--- config.mk ---
export PLATFORM = sky130hd
export DESIGN_NAME = game_flow_controller_flat
export DESIGN_NICKNAME = d
export VERILOG_FILES = /design/src/rtl/game_pkg.sv /design/src/rtl/game_flow_controller_if.sv /design/src/rtl/game_flow_controller_btn_edge_detect.sv /design/src/rtl/game_flow_controller.sv /design/src/flat_wrapper.sv
export SDC_FILE = /design/constraint.sdc
export NUM_CORES = 1
export LEC_CHECK = 0
export ABC_CLOCK_PERIOD_IN_PS = 2600
export BUFFER_PORTS_ARGS = -buffer_cell sky130_fd_sc_hd__buf_2
export CAP_MARGIN = 20
export CORE_ASPECT_RATIO = 1.2
export CORE_MARGIN = 1.5
export CORE_UTILIZATION = 45
export CTS_BUF_LIST = sky130_fd_sc_hd__clkbuf_8
export DETAILED_ROUTE_END_ITERATION = 10
export PLACE_DENSITY = 0.74
export SLEW_MARGIN = 20
export SYNTH_ARGS = -nofsm -noshare
export SYNTH_HDL_FRONTEND = slang
export SYNTH_SLANG_ARGS = --single-unit
--- constraint.sdc ---
create_clock -name clk -period 2.6 [get_ports clk]
set_input_delay 0.26 -clock clk [delete_from_list [all_inputs] [get_ports clk]]
set_output_delay 0.26 -clock clk [all_outputs]
set_load 0.02 [all_outputs]
--- src/rtl/game_pkg.sv ---
// Shared T-rex game definitions: state encoding and datapath widths used by
// the flow controller, renderer and score display.
package game_pkg;

  localparam int SCORE_W = 14;
  localparam int LEVEL_W = 3;

  typedef enum logic [1:0] {
    INIT  = 2'b00,
    RUN   = 2'b01,
    DEAD  = 2'b10,
    CLEAR = 2'b11
  } game_state_t;

endpackage

--- src/rtl/game_flow_controller_if.sv ---
// Frame-level control bundle between the game sequencer and its neighbours.
interface game_flow_controller_if #(
  parameter int SCORE_W = game_pkg::SCORE_W
);
  import game_pkg::*;

  logic                 frame_tick;
  logic                 btn;
  logic                 collided;
  game_state_t          game_state;
  logic                 run_en;
  logic                 clear_pulse;
  logic [SCORE_W-1:0]   score;
  logic [SCORE_W-1:0]   hi_score;
  logic [LEVEL_W-1:0]   speed_level;

  modport master (
    output frame_tick, btn, collided,
    input  game_state, run_en, clear_pulse, score, hi_score, speed_level
  );

  modport slave (
    input  frame_tick, btn, collided,
    output game_state, run_en, clear_pulse, score, hi_score, speed_level
  );

endinterface

--- src/rtl/game_flow_controller_btn_edge_detect.sv ---
// Registers a synchronised level button and emits a pulse on its rising edge.
module btn_edge_detect (
  input  logic clk,
  input  logic rst,
  input  logic btn,
  output logic press
);

  logic btn_q_reg;

  always_ff @(posedge clk) begin
    if (rst) btn_q_reg <= 1'b0;
    else     btn_q_reg <= btn;
  end

  assign press = btn & ~btn_q_reg;

endmodule

--- src/rtl/game_flow_controller.sv ---
// Top-level game sequencer: INIT/CLEAR/RUN/DEAD flow, score, high score and
// speed-level scheduling for the per-frame datapath.
module game_flow_controller #(
  parameter int SCORE_W          = game_pkg::SCORE_W,
  parameter int SPEED_STEP       = 100,
  parameter int MAX_LEVEL        = 7,
  parameter int DEAD_HOLD_FRAMES = 60
) (
  input  logic                  clk,
  input  logic                  rst,
  game_flow_controller_if.slave bus
);
  import game_pkg::*;

  localparam int STEP_W = $clog2(SPEED_STEP + 1);
  localparam int HOLD_W = $clog2(DEAD_HOLD_FRAMES + 1);
  localparam logic [SCORE_W-1:0] SCORE_MAX = '1;

  game_state_t         state_reg, state_next;
  logic                run_en_reg, run_en_next;
  logic                clear_pulse_reg, clear_pulse_next;
  logic [SCORE_W-1:0]  score_reg, score_next;
  logic [SCORE_W-1:0]  hi_score_reg, hi_score_next;
  logic [LEVEL_W-1:0]  level_reg, level_next;
  logic [STEP_W-1:0]   step_reg, step_next;
  logic [HOLD_W-1:0]   hold_reg, hold_next;
  logic                press;

  btn_edge_detect u_btn_edge (
    .clk   (clk),
    .rst   (rst),
    .btn   (bus.btn),
    .press (press)
  );

  always_ff @(posedge clk) begin
    if (rst) begin
      state_reg       <= INIT;
      run_en_reg      <= 1'b0;
      clear_pulse_reg <= 1'b0;
      score_reg       <= '0;
      hi_score_reg    <= '0;
      level_reg       <= '0;
      step_reg        <= '0;
      hold_reg        <= '0;
    end else begin
      state_reg       <= state_next;
      run_en_reg      <= run_en_next;
      clear_pulse_reg <= clear_pulse_next;
      score_reg       <= score_next;
      hi_score_reg    <= hi_score_next;
      level_reg       <= level_next;
      step_reg        <= step_next;
      hold_reg        <= hold_next;
    end
  end

  // A press that lands on the tick zeroing the hold counter still sees hold_reg>0.
  always_comb begin
    state_next = state_reg;
    case (state_reg)
      INIT:  if (press) state_next = CLEAR;
      CLEAR: state_next = RUN;
      RUN:   if (bus.collided) state_next = DEAD;
      DEAD:  if (press && hold_reg == '0) state_next = CLEAR;
    endcase
  end

  always_comb begin
    run_en_next      = (state_next == RUN);
    clear_pulse_next = (state_next == CLEAR);
    score_next       = score_reg;
    hi_score_next    = hi_score_reg;
    level_next       = level_reg;
    step_next        = step_reg;
    hold_next        = hold_reg;

    if (state_next == CLEAR) begin
      score_next = '0;
      level_next = '0;
      step_next  = '0;
    end else if (state_reg == RUN) begin
      if (bus.collided) begin
        hold_next = HOLD_W'(DEAD_HOLD_FRAMES);
        if (score_reg > hi_score_reg) hi_score_next = score_reg;
      end else if (bus.frame_tick) begin
        if (score_reg != SCORE_MAX) score_next = score_reg + 1'b1;
        if (step_reg == STEP_W'(SPEED_STEP - 1)) begin
          step_next = '0;
          if (level_reg != LEVEL_W'(MAX_LEVEL)) level_next = level_reg + 1'b1;
        end else begin
          step_next = step_reg + 1'b1;
        end
      end
    end else if (state_reg == DEAD) begin
      if (bus.frame_tick && hold_reg != '0) hold_next = hold_reg - 1'b1;
    end
  end

  assign bus.game_state  = state_reg;
  assign bus.run_en      = run_en_reg;
  assign bus.clear_pulse = clear_pulse_reg;
  assign bus.score       = score_reg;
  assign bus.hi_score    = hi_score_reg;
  assign bus.speed_level = level_reg;

endmodule

--- src/flat_wrapper.sv ---
// flat-port wrapper written by rule: the top's interface ports become plain ports
module game_flow_controller_flat import game_pkg::*;
#(
  parameter int SCORE_W          = game_pkg::SCORE_W,
  parameter int SPEED_STEP       = 100,
  parameter int MAX_LEVEL        = 7,
  parameter int DEAD_HOLD_FRAMES = 60
)
  (clk, rst, bus_frame_tick, bus_btn, bus_collided, bus_game_state, bus_run_en, bus_clear_pulse, bus_score, bus_hi_score, bus_speed_level);
  game_flow_controller_if #(.SCORE_W(SCORE_W)) bus_i ();
  input  logic clk;
  input  logic rst;
  input wire logic [$bits(bus_i.frame_tick)-1:0] bus_frame_tick;
  input wire logic [$bits(bus_i.btn)-1:0] bus_btn;
  input wire logic [$bits(bus_i.collided)-1:0] bus_collided;
  output wire logic [$bits(bus_i.game_state)-1:0] bus_game_state;
  output wire logic [$bits(bus_i.run_en)-1:0] bus_run_en;
  output wire logic [$bits(bus_i.clear_pulse)-1:0] bus_clear_pulse;
  output wire logic [$bits(bus_i.score)-1:0] bus_score;
  output wire logic [$bits(bus_i.hi_score)-1:0] bus_hi_score;
  output wire logic [$bits(bus_i.speed_level)-1:0] bus_speed_level;
  assign bus_i.frame_tick = bus_frame_tick;
  assign bus_i.btn = bus_btn;
  assign bus_i.collided = bus_collided;
  assign bus_game_state = bus_i.game_state;
  assign bus_run_en = bus_i.run_en;
  assign bus_clear_pulse = bus_i.clear_pulse;
  assign bus_score = bus_i.score;
  assign bus_hi_score = bus_i.hi_score;
  assign bus_speed_level = bus_i.speed_level;
  game_flow_controller #(.SCORE_W(SCORE_W), .SPEED_STEP(SPEED_STEP), .MAX_LEVEL(MAX_LEVEL), .DEAD_HOLD_FRAMES(DEAD_HOLD_FRAMES)) u_core (.clk(clk), .rst(rst), .bus(bus_i));
endmodule
==> results.toml <==
[sta]
hold_violations = 0
worst_slew_pin_slew_ns = 0.9392
slew-limit-headroom_pct = 37.19
maxSlewViolCount = 0
rsz0062_at_grt = "no"
finalSetupViolCount = 0
fmax_mhz = 413.0
fin_tns_setup_ns = 0
fin_crit_ns = 2.422
fin_crit_sh_pct = 93.14
skew_ns = 0.007689

[power]
power_frac_comb_pct = 32.9
clkPwrFrac_pct = 25.9
ir_drop_uv = 376.4
p_sw_share_pct = 34.55
p_switching_w = 0.0007471
power_leakage_nw = 1.367
p_int_w = 0.001415
power_density_nw_per_um2 = 678.0
power_frac_seq_pct = 41.2

[place]
io_buffers = 39
place_congestion = 0.8763
hpwl_um = 4531

[drt]
highest_layer = "met4"
wl_met2_um = 3013
met3_length_um = 215
via_per_inst = 5.265
final_antenna_net_count = 0
drt_iter0_drc = 100
via_count = 2301
drc_errors = 0
wl_per_cell_um = 13.71
routed_wl_um = 5992
dr.pass1.iters = 4
wl_met1_um = 2598

[cells_and_area]
area_delta_synth_final_pct = 16.71
diodes = 0
fin_util_pct = 55.53
drive_gt1_share_pct = 19.61
nNetsFinal = 385
fillers = 539

[synth]
syn_nets = 335
yosysWarnings = 0
ys_seq_elements = 49
synth.distinct_cells = 53
seq_area_frac_synth_pct = 35.90
syn_inst = 306
async_flop_share_pct = 0
yosys.area.top_type_share_pct = 35.90
syn_area_um2 = 2733
synthTopCellsByArea = "dfxtp_1 (36%), ha_1 (11%), mux2i_1 (6.2%)"
synth_top_cell_by_area = "dfxtp_1"
synth_edf_count = 0
synth_ff_type = "dfxtp_1"
avgSynthCellArea_um2 = 8.930

[worst_setup_path]
startpoint_type = "flop"
cp_data_required_time_ns = 2.84
path_max_fanout = 14
path_class = "reg2reg"
reg2reg_depth = 7
endpoint_kind = "flop"
arrival_ns = 2.66

[run]
max_cap_violations = 0

[run_status]
outcome = "completed"

[grt]
grt-ovfl-total = 0
grt_use_total_pct = 19.84
antenna_found_initial = 0
grt_pass1_vias = 2173
grt_max_degree = 33
grt_pass1_wl_um = 9998

[min_path]
min_path_cells = 2
worstHoldPathType = "in2reg"

[clocking]
h-tree-depth = 2
numCtsBuffers = 5
root_buffer = "clkbuf_8"
postCtsSetupBuffers = 0
cts_hold_buf = 0
path_clk_slew_ns = 0.09
clk_path_buf_depth = 2
tritoncts = "built"
cts_resized = 0
cts.sinks = 49
worstSkewPairLatency_ns = 0.30

[floorplan]
rows = 30
initial_core_util_pct = 47.58
fp.dieArea_um2 = 6551
die_x_um = 74.14
core_um2 = 5743
die_height_um = 88.37
io_pins = 40
==> power by group through the flow <==
stage	clock network [W]	logic (W)	registers, W
3_3_place_gp	0	0.000692	0.000904
4_1_cts	0.000569	0.000710	0.000891
6_report	0.000559	0.000712	0.000890
2_1_floorplan	0	0.000565	0.000934
3_5_place_dp	0	0.000707	0.000907
5_1_grt	0.000605	0.000807	0.000904
==> worst max-delay path, stage by stage (launching register included) <==
cell	delay [ns]
dfxtp_1	0.43
inv_1	0.09
ha_1	0.24
nor2_1	0.15
o2bb2ai_1	0.23
a31oi_4	0.14
a211oi_4	0.79
mux2i_1	0.27
==> per-stage QoR <==
stage | hold slack [ns] | cell area, µm² | instances | power, W | setup slack (ns)
floorplan | 0.3291 | 2733 | 306 | 0.001499 | 0.5008
global placement | 0.4550 | 3073 | 429 | 0.001595 | 0.2546
detailed placement | 0.4622 | 3073 | 429 | 0.001613 | 0.1370
CTS | 0.1824 | 3189 | 437 | 0.002170 | 0.1168
global route | 0.2068 | 3189 | 437 | 0.002317 | 0.02289
finish | 0.1839 | 3189 | 437 | 0.002162 | 0.1784
==> layout by cell type, fill, tap and decap left out, types with 10 or more instances in the layout <==
| master | synthesis | layout |
|---|---|---|
| mux2i_1 | 17 | 17 |
| ha_1 | 24 | 24 |
| buf_4 | 1 | 16 |
| xor2_1 | 10 | 10 |
| dfxtp_1 | 49 | 49 |
| inv_1 | 21 | 22 |
| buf_2 | 3 | 39 |
| a21oi_1 | 12 | 12 |
| nand2_1 | 37 | 37 |
| nor2_1 | 33 | 33 |
==> cell families (layout without fill, tap and decap cells) <==
group                      after synthesis  count (layout)  share of synthesized area (%)
AOI/OAI and AO/OA                       40              40                          11.86
and+or+nand+nor                        123             123                          22.80
muxes                                   18              18                          6.731
DFF                                     49              49                          35.90
adders and majority gates               24              24                          10.99
buffers and inverters                   33              84                          5.632
xor gates and xnor gates                19              19                          6.090
==> synth_stat cells (2+ instances only) <==
cell / n
o2111ai_1: 3
nand2b_1: 4
a21oi_1: 12
or2_1: 3
nor2_1: 33
and2_1: 3
inv_1: 21
or4_1: 2
buf_6: 3
xor2_1: 10
nand4b_1: 2
o21ai_0: 4
o221a_1: 4
mux2i_1: 17
dfxtp_1: 49
and3_1: 4
nand3b_1: 4
nand2_1: 37
ha_1: 24
buf_2: 3
o211ai_1: 2
clkbuf_1: 5
nor3_1: 5
nand3_1: 5
xnor2_1: 9
nand4_1: 8
and4_1: 2
a21o_1: 3
==> final timing paths <==
kind	startpoint	endpoint	slack, ns
max reg2reg	u_core.bus.game_state[1]	u_core.bus.hi_score[7]	0.18
min reg2reg	u_core.bus.hi_score[11]	u_core.bus.hi_score[11]	0.47
min	bus_btn	u_core.u_btn_edge.btn_q_reg	0.18
max	u_core.bus.game_state[1]	u_core.bus.hi_score[7]	0.18
==> area by class of cell <==
type,count,area (µm²),area share [%]
well taps,80,100.1,3.138
clock inverters,2,33.78,1.059
inverters,21,78.83,2.472
clock buffers,6,82.58,2.589
repair buffers,55,315.3,9.886
multi-input cells,224,1598,50.10
flip-flops and latches,49,980.9,30.76
==> metal layers <==
metal,global-route usage [%],up-vias
li1,-,1160
met1,23.82,1078
met2,34.58,49
met3,3.189,14
met4,8.586,0
met5,0,-
No activity file was read; power rests on OpenSTA's default activity.
